`config.mk`:
```
export PLATFORM = sky130hd
export DESIGN_NAME = scsp_midi_tx
export DESIGN_NICKNAME = d
export VERILOG_FILES = /design/src/rtl/scsp_midi_tx.sv
export SDC_FILE = /design/constraint.sdc
export NUM_CORES = 1
export LEC_CHECK = 0
export ABC_CLOCK_PERIOD_IN_PS = 3100
export BUFFER_PORTS_ARGS = -buffer_cell sky130_fd_sc_hd__buf_2
export CAP_MARGIN = 10
export CORE_MARGIN = 5
export CORE_UTILIZATION = 50
export DETAILED_ROUTE_END_ITERATION = 10
export PLACE_DENSITY = 0.7
export SLEW_MARGIN = 10
export SYNTH_ARGS = -nofsm -noshare
export SYNTH_HDL_FRONTEND = slang
export SYNTH_SLANG_ARGS = --single-unit
```
`constraint.sdc`:
```
create_clock -name CLK -period 3.1 [get_ports CLK]
set_input_delay 0.31 -clock CLK [delete_from_list [all_inputs] [get_ports CLK]]
set_output_delay 0.31 -clock CLK [all_outputs]
set_load 0.03 [all_outputs]
```
`src/rtl/scsp_midi_tx.sv`:
```
// scsp_midi_tx -- SCSP MIDI output path (drain side of CR3 MOBUF).
// Bytes written through MOBUF are queued in a small FIFO and sent as
// 31250-baud 8N1 frames on MIDI_TXD, LSB first. OE/OF feed CR2.
// Optional build macro: SCSP_MIDI_TX_IRQ_EN adds the MOIRQ output, a one-clock
// pulse raised when a pop empties the FIFO.
module scsp_midi_tx #(
  parameter int BAUD_DIV   = 722,
  parameter int FIFO_DEPTH = 4
) (
  input  logic       CLK,
  input  logic       RST_N,
  input  logic       CE,
  input  logic       MOBUF_WR,
  input  logic [7:0] MOBUF_DI,
  input  logic       OF_CLR,
  output logic       OE,
  output logic       OF,
  output logic       BUSY,
  output logic       MIDI_TXD
`ifdef SCSP_MIDI_TX_IRQ_EN
  ,
  output logic       MOIRQ
`endif
);

  localparam int              AW       = $clog2(FIFO_DEPTH);
  localparam logic [AW:0]     DEPTH_C  = (AW + 1)'(FIFO_DEPTH);
  localparam logic [AW:0]     CNT_ONE  = (AW + 1)'(1);
  localparam logic [AW-1:0]   PTR_ONE  = AW'(1);
  localparam logic [11:0]     DIV_LAST = 12'(BAUD_DIV - 1);

  typedef enum logic [1:0] {
    IDLE  = 2'd0,
    START = 2'd1,
    DATA  = 2'd2,
    STOP  = 2'd3
  } state_t;

  // Transmitter state
  state_t      state_reg, state_next;
  logic [11:0] div_reg, div_next;
  logic [2:0]  bit_reg, bit_next;
  logic [7:0]  sr_reg, sr_next;
  logic        txd_reg, txd_next;
  logic        pop;

  // FIFO state
  logic [7:0]    mem [FIFO_DEPTH];
  logic [AW-1:0] wr_ptr_reg, rd_ptr_reg;
  logic [AW:0]   count_reg, count_next;
  logic          oe_reg, of_reg;
  logic          push, drop;
  logic [7:0]    head;
  logic          fifo_empty, fifo_full, last_tick;

  assign fifo_empty = (count_reg == '0);
  assign fifo_full  = (count_reg == DEPTH_C);
  assign head       = mem[rd_ptr_reg];
  assign last_tick  = (div_reg == DIV_LAST);

  // A write into a full FIFO still lands when the transmitter frees a slot
  // on the same edge; otherwise it is dropped and flagged as overflow.
  assign push = MOBUF_WR && (!fifo_full || pop);
  assign drop = MOBUF_WR && fifo_full && !pop;

  // Occupancy update: simultaneous push and pop leave the count unchanged.
  always_comb begin
    count_next = count_reg;
    case ({push, pop})
      2'b10:   count_next = count_reg + CNT_ONE;
      2'b01:   count_next = count_reg - CNT_ONE;
      default: count_next = count_reg;
    endcase
  end

  // FIFO storage; no reset so it maps onto plain distributed memory.
  always_ff @(posedge CLK) begin
    if (push) begin
      mem[wr_ptr_reg] <= MOBUF_DI;
    end
  end

  // FIFO pointers, count and the CR2 flags.
  always_ff @(posedge CLK or negedge RST_N) begin
    if (!RST_N) begin
      wr_ptr_reg <= '0;
      rd_ptr_reg <= '0;
      count_reg  <= '0;
      oe_reg     <= 1'b1;
      of_reg     <= 1'b0;
    end else begin
      if (push) wr_ptr_reg <= wr_ptr_reg + PTR_ONE;
      if (pop)  rd_ptr_reg <= rd_ptr_reg + PTR_ONE;
      count_reg <= count_next;
      oe_reg    <= (count_next == '0);
      // Set has priority over clear so a coincident overflow is never lost.
      if (drop)        of_reg <= 1'b1;
      else if (OF_CLR) of_reg <= 1'b0;
    end
  end

  // Transmitter next-state logic; nothing moves unless CE is high.
  always_comb begin
    state_next = state_reg;
    div_next   = div_reg;
    bit_next   = bit_reg;
    sr_next    = sr_reg;
    txd_next   = txd_reg;
    pop        = 1'b0;
    if (CE) begin
      div_next = last_tick ? 12'd0 : div_reg + 12'd1;
      case (state_reg)
        IDLE: begin
          div_next = 12'd0;
          txd_next = 1'b1;
          if (!fifo_empty) begin
            pop        = 1'b1;
            sr_next    = head;
            txd_next   = 1'b0;
            state_next = START;
          end
        end
        START: begin
          if (last_tick) begin
            txd_next   = sr_reg[0];
            bit_next   = 3'd0;
            state_next = DATA;
          end
        end
        DATA: begin
          if (last_tick) begin
            if (bit_reg == 3'd7) begin
              txd_next   = 1'b1;
              state_next = STOP;
            end else begin
              sr_next  = {1'b0, sr_reg[7:1]};
              txd_next = sr_reg[1];
              bit_next = bit_reg + 3'd1;
            end
          end
        end
        STOP: begin
          if (last_tick) begin
            if (!fifo_empty) begin
              // Back-to-back frame: start bit begins on the stop bit's last tick.
              pop        = 1'b1;
              sr_next    = head;
              txd_next   = 1'b0;
              div_next   = 12'd0;
              state_next = START;
            end else begin
              txd_next   = 1'b1;
              state_next = IDLE;
            end
          end
        end
        default: begin
          txd_next   = 1'b1;
          div_next   = 12'd0;
          state_next = IDLE;
        end
      endcase
    end
  end

  // Transmitter registers; reset forces the line idle immediately.
  always_ff @(posedge CLK or negedge RST_N) begin
    if (!RST_N) begin
      state_reg <= IDLE;
      div_reg   <= 12'd0;
      bit_reg   <= 3'd0;
      sr_reg    <= 8'd0;
      txd_reg   <= 1'b1;
    end else begin
      state_reg <= state_next;
      div_reg   <= div_next;
      bit_reg   <= bit_next;
      sr_reg    <= sr_next;
      txd_reg   <= txd_next;
    end
  end

`ifdef SCSP_MIDI_TX_IRQ_EN
  logic moirq_reg;

  // One-clock pulse when a pop drains the last queued byte.
  always_ff @(posedge CLK or negedge RST_N) begin
    if (!RST_N) begin
      moirq_reg <= 1'b0;
    end else begin
      moirq_reg <= pop && (count_next == '0);
    end
  end

  assign MOIRQ = moirq_reg;
`endif

  assign OE       = oe_reg;
  assign OF       = of_reg;
  assign BUSY     = (state_reg != IDLE);
  assign MIDI_TXD = txd_reg;

endmodule

```
==> results of run 1 <==
## final cells by class
class / instances / area (µm²)
fill: 530 / 2690
sequential: 67 / 1840
inverter: 11 / 41.3
multi-input combinational: 162 / 1270
clock inverter: 7 / 56.3
tap: 77 / 96.3
clock buffer: 9 / 124
timing repair buffer: 26 / 155
## logic make-up (layout without fill, tap and decap cells)
| group | Yosys count | in the layout | share of synthesized area |
|---|---|---|---|
| AND/OR/NAND/NOR | 78 | 78 | 0.130 |
| flip-flops | 67 | 67 | 0.577 |
| AO/OA/AOI/OAI | 36 | 36 | 0.0758 |
| multiplexers | 20 | 20 | 0.0954 |
| buffers and inverters | 20 | 53 | 0.0259 |
| adder cells (fa/ha/maj) | 14 | 14 | 0.0573 |
| XOR/XNOR | 14 | 14 | 0.0385 |
## layout by cell type (no fill, tap or decap), types with 2 or more instances in the layout
| cell | Yosys | routed |
|---|---|---|
| dfrtp_1 | 33 | 33 |
| edfxtp_1 | 32 | 32 |
| nand2_1 | 23 | 23 |
| o21ai_0 | 17 | 17 |
| buf_2 | 0 | 16 |
| nor2_1 | 15 | 15 |
| ha_1 | 13 | 13 |
| buf_4 | 0 | 10 |
| inv_1 | 10 | 9 |
| mux2i_1 | 9 | 9 |
| xor2_1 | 9 | 9 |
| clkbuf_8 | 0 | 9 |
| mux4_2 | 8 | 8 |
| nand3_1 | 5 | 5 |
| xnor2_1 | 5 | 5 |
| and2_1 | 5 | 5 |
| inv_6 | 0 | 5 |
| nand2b_1 | 4 | 4 |
| or3_1 | 4 | 4 |
| nand4_1 | 4 | 4 |
| nand3b_1 | 3 | 3 |
| nor3_1 | 3 | 3 |
| o221ai_1 | 3 | 3 |
| and3_1 | 3 | 3 |
| dfstp_2 | 2 | 2 |
| inv_2 | 1 | 2 |
| a22oi_1 | 2 | 2 |
| mux2_2 | 2 | 2 |
| o21ba_2 | 2 | 2 |
| a22o_1 | 2 | 2 |
## worst max-delay path by stage
stage	end	slack (ns)	cells after the start
finish	OE	0.14	10
global route	OE	-0.007	12
floorplan	OE	0.04	11
CTS	OE	0.06	10
detailed placement	OE	0.08	10
global placement	OE	0.12	10
## worst max-delay path: cells and delay by family (launching register included)
| family | cells | cell delay [ns] |
|---|---|---|
| fa+ha+maj | 1 | 0.43 |
| simple gates | 4 | 1.30 |
| compound gates | 5 | 0.73 |
| flops | 1 | 0.43 |
## stage by stage
step | hold WS, ns | cell area, µm²
after floorplan | 0.0144 | 3190
after global routing | 0.121 | 3590
after global placement | 0.447 | 3350
after detailed placement | 0.452 | 3350
final | 0.0445 | 3590
after CTS | 0.0761 | 3530
## timing repair
action                     in CTS  in global routing
buffers inserted                0                  6
resized for setup               0                  3
setup endpoints to repair       0                  1
## metal layers
layer,vias to the layer above,routed length (µm),track usage
li1,967,-,-
met1,949,2630,0.195
met2,27,2610,0.237
met3,7,215,0.0442
met4,0,65,0.0529
met5,-,0,0
## power breakdown
part           leakage [nW]  total [mW]  internal [mW]  switching [mW]
Clock                0.0914       0.675          0.303           0.372
Sequential            0.748        1.20           1.10          0.0942
Combinational         0.595       0.452          0.197           0.255
Total                  1.43        2.32           1.60           0.722
==> reports/metrics.yaml, run 1 <==
critical_path:
  crit_path_end_kind: "flop"
  r2r-start: "div_reg[10]"
  cp_max_fo: 6
  reg2reg_depth: 10
  crit_type: "reg -> reg"
  crit_chain: "or3b_2 > or4_4 > a21oi_4 > nand2_1 > fa_2 > o21ba_2 > and3_1 > o211a_1 > o211ai_1 > o21ai_0"
  cp.required_ns: 3.37
  r2r-end: "OE"
  cp_slowest_cell: "or4_4"
  cp.arrival_ns: 3.23
  startpoint: "div_reg[10]"
  rrSetupSlack_ns: 0.14
  worstSetupStartpointType: "flop"
  cpPeakStageDelay_ns: 0.57
floorplanning:
  core_region_area_mm2: 0.00628
  initial_core_util: 0.508
  io_pins: 17
  die_h_um: 89.8
  num_rows: 29
  die_w_um: 89.8
  die-area_mm2: 0.00807
grt:
  grt_pass1_vias: 2014
  grt_max_degree: 36
  antenna_found_initial: 0
  grt_use_total: 0.149
  grt_overflow_total: 0
  grt_pass1_wl_mm: 9.65
cells_and_area:
  drive_gt1_frac: 0.230
  fin_util: 0.571
  antenna_cells: 0
  nNetsFinal: 304
  layout.cells.non_filler: 359
  largest_reg_flops: 32
  area_delta_synth_final_pct: 12.6
yosys:
  yosys-top-cells-count: "dfrtp_1, edfxtp_1, nand2_1"
  ys.flop_type: "dfrtp_1"
  yosysWarningCount: 0
  synthTopCellsByArea: "edfxtp_1, dfrtp_1, mux4_2"
  yosysSeqAreaShare: 0.577
  synth_top_cell_by_area: "edfxtp_1"
  yosysMostFrequentCell: "dfrtp_1"
  synth_area_mm2: 0.00319
  syn-mean-instance-area_um2: 12.8
  syn_inst: 249
  ys_types: 50
  async_reset_ff_frac: 0.522
  synth_top_area_share: 0.302
  synth_nets: 276
  ys_seq_elements: 67
  synth-edff-count: 32
clock_tree:
  h-tree-depth: 3
  tritoncts: "built"
  clock_path_buffers: 2
  clk_pin_slew_ns: 0.08
  ctsHoldBuffers: 0
  cts_buffers: 9
  clock_sinks: 67
  cts-root-buf: "clkbuf_8"
  clk_latency_ns: 0.35
detailed_routing:
  drt-total-wl_mm: 5.52
  drc_errors: 0
  antenna_left: 0
  via_per_inst: 5.43
  vias: 1950
  dr.pass1.iters: 4
  wl_per_cell_um: 15.4
  dr.first_iter.drc_count: 95
run:
  drv_cap: 0
power:
  p_leak_nw: 1.43
  p_total_mw: 2.32
  p_per_area_mw_per_mm2: 648
  irDropWorstVdd_mv: 0.445
placement:
  post-place-ws_ns: 0.0779
  port_buffers: 16
  dp_cells: 337
  place_congestion: 0.784
  hpwl_mm: 3.82
sta:
  worst_pin_slew_ns: 1.02
  hold_viol: 0
  finClkSkew_ns: 0.0108
  drv_slew: 0
  period_share: 0.955
  period_needed_ns: 2.96
  setup_viol: 0
  max_slew_margin: 0.319
  setup_ws_ns: 0.141
  timing.fmax_mhz: 338
  tns_ns: 0
hold_path:
  hp-class: "in -> async"
status:
  status: "finished clean"
No activity file was read; power rests on OpenSTA's default activity.
==> run 2: changes to the inputs <==
- ABC_CLOCK_PERIOD_IN_PS: 3100 -> 3200
- PLACE_DENSITY: 0.7 -> 0.67
- clock period: 3.1 -> 3.2 ns (I/O delays scaled with it)
==> run 2 against run 1 <==
Wire length is 0.71% lower. Register-to-register slack hardly changed. Critical path depth stayed put. Highest routed layer unchanged. Combinational power is 12% lower. Sequential power hardly changed. Largest power group unchanged. Non-clock buffer count is 7 lower. Critical path type unchanged. Hold slack better by 0.0030 ns.
==> reports/metrics.yaml, run 2 (synthesis gave the netlist of run 1 again) <==
cells_and_area:
  fin_util: 0.564  # was 0.571
  final_cell_mix: "dfrtp_1, edfxtp_1, nand2_1"  # unchanged
  final_common_cell: "dfrtp_1"  # unchanged
  drive_gt1_frac: 0.207  # was 0.230
  nFillCells: 520  # was 530
  area_delta_synth_final_pct: 11.2  # was 12.6%
  largest_reg_flops: 32  # unchanged
  antenna_cells: 0  # unchanged
  layout.cells.non_filler: 352  # was 359
  final_area_mm2: 0.00354  # was 0.00359 mm²
  nNetsFinal: 297  # was 304
power:
  pwr-share-seq: 0.515  # about the same
  irDropWorstVdd_mv: 0.376  # was 0.445 mV
  p_int_mw: 1.55  # was 1.60 mW
  pwr-share-comb: 0.176  # was 0.195
  switching_power_uw: 714  # was 722 µW
  p_per_area_mw_per_mm2: 639  # was 648 mW/mm²
  p_leak_nw: 1.41  # was 1.43 nW
  swShare: 0.315  # was 0.311
  clkPwrFrac: 0.309  # was 0.290
floorplanning:
  die-area_mm2: 0.00807  # unchanged
  initial_core_util: 0.508  # unchanged
  io_pins: 17  # unchanged
  core_region_area_mm2: 0.00628  # unchanged
  num_rows: 29  # unchanged
  die_w_um: 89.8  # unchanged
  die_h_um: 89.8  # unchanged
grt:
  grt_overflow_total: 0  # unchanged
  grt_pass1_vias: 1960  # was 2014
  grt_pass1_wl_mm: 9.42  # was 9.65 mm
  antenna_found_initial: 0  # unchanged
  grt_max_degree: 36  # unchanged
  grt_use_total: 0.145  # was 0.149
critical_path:
  reg2reg_depth: 10  # unchanged
  worstSetupStartpointType: "flop"  # unchanged
  crit_type: "reg -> reg"  # unchanged
  r2r-start: "div_reg[5]"  # was div_reg[10]
  cp.arrival_ns: 3.31  # was 3.23 ns
  cp.required_ns: 3.46  # was 3.37 ns
  r2r-end: "OE"  # unchanged
  crit_path_end_kind: "flop"  # unchanged
  cp_max_fo: 6  # unchanged
  rrSetupSlack_ns: 0.15  # was 0.14 ns
detailed_routing:
  dr.first_iter.drc_count: 79  # was 95
  wl_per_cell_um: 15.6  # was 15.4 µm
  drc_errors: 0  # unchanged
  dr.pass1.iters: 4  # unchanged
  drt-total-wl_mm: 5.48  # was 5.52 mm
  via_per_inst: 5.50  # was 5.43
  antenna_left: 0  # unchanged
  vias: 1936  # was 1950
placement:
  postPlaceCellArea_mm2: 0.00334  # was 0.00335 mm²
  hpwl_mm: 3.87  # was 3.82 mm
  port_buffers: 16  # unchanged
  place_congestion: 0.836  # was 0.784
  dp_cells: 336  # was 337
sta:
  period_needed_ns: 3.05  # was 2.96 ns
  hold_viol: 0  # unchanged
  worst_pin_slew_ns: 0.966  # was 1.02 ns
  max_slew_margin: 0.356  # was 0.319
  rsz0062_at_grt: "no"
  setup_viol: 0  # unchanged
  tns_ns: 0  # unchanged
  period_share: 0.953  # was 0.955
  finClkSkew_ns: 0.0128  # was 0.0108 ns
  holdWs_ns: 0.0474  # was 0.0445 ns
  timing.fmax_mhz: 328  # was 338 MHz
  drv_slew: 0  # unchanged
clock_tree:
  clock_path_buffers: 2  # unchanged
  tritoncts: "built"  # unchanged
  cts-root-buf: "clkbuf_8"  # unchanged
  h-tree-depth: 3  # unchanged
  clk_pin_slew_ns: 0.09  # was 0.08 ns
  clk_latency_ns: 0.35  # about the same
  cts_buffers: 9  # unchanged
  cts_setup_buffers: 0  # unchanged
  clock_sinks: 67  # unchanged
status:
  status: "finished clean"  # unchanged
hold_path:
  hp-class: "in -> async"  # unchanged
run:
  drv_cap: 0  # unchanged
run 2: stage by stage:
step / setup WS [ns] / power (mW)
after floorplan: 0.138 / 1.46
after global placement: 0.212 / 1.57
after detailed placement: 0.150 / 1.59
after CTS: 0.0807 / 2.28
after global routing: 0.0155 / 2.40
final: 0.152 / 2.26
run 2: power by group through the flow:
stage	sequential [mW]	combinational (mW)	clock [mW]
2_1_floorplan	1.17	0.290	0
3_3_place_gp	1.18	0.392	0
3_5_place_dp	1.19	0.400	0
4_1_cts	1.17	0.402	0.715
5_1_grt	1.19	0.453	0.759
6_report	1.17	0.399	0.699
run 2: per-layer routing:
layer | vias to the layer above | global-route usage | wire length [µm]
met3 | 8 | 0.0384 | 154
met1 | 951 | 0.195 | 2660
met4 | 0 | 0.0743 | 91
met2 | 21 | 0.215 | 2580
met5 | - | 0 | 0
li1 | 956 | - | -
run 2: final cells by class:
class,count,area [µm²],area share
Clock inverter,7,71.3,0.0201
Clock buffer,9,124,0.0350
Tap cell,77,96.3,0.0272
Sequential cell,67,1840,0.519
Inverter,11,41.3,0.0117
Multi-Input combinational cell,162,1270,0.358
Timing Repair Buffer,19,103,0.0290
run 2: how the worst max path moves through the flow:
stage | cells after the start | end | startpoint
global placement | 10 | OE | div_reg[5]
finish | 10 | OE | div_reg[5]
CTS | 10 | OE | div_reg[5]
global route | 12 | OE | state_reg[1]
floorplan | 11 | OE | div_reg[5]
detailed placement | 10 | OE | div_reg[5]
run 2: timing repair:
action / 4_1_cts / 5_1_grt
hold buffers: 0 / 0
setup endpoints to repair: 0 / 1
gates resized for setup: 0 / 1
run 2: worst max-delay path, cell delays in order, from the launching register on:
cell,delay (ns)
dfrtp_1,0.42
or4b_4,0.56
or4_4,0.58
a21oi_2,0.19
nand2_1,0.10
fa_2,0.39
o21ba_2,0.25
and3_1,0.15
o211a_1,0.15
o211ai_1,0.08
o21ai_0,0.08
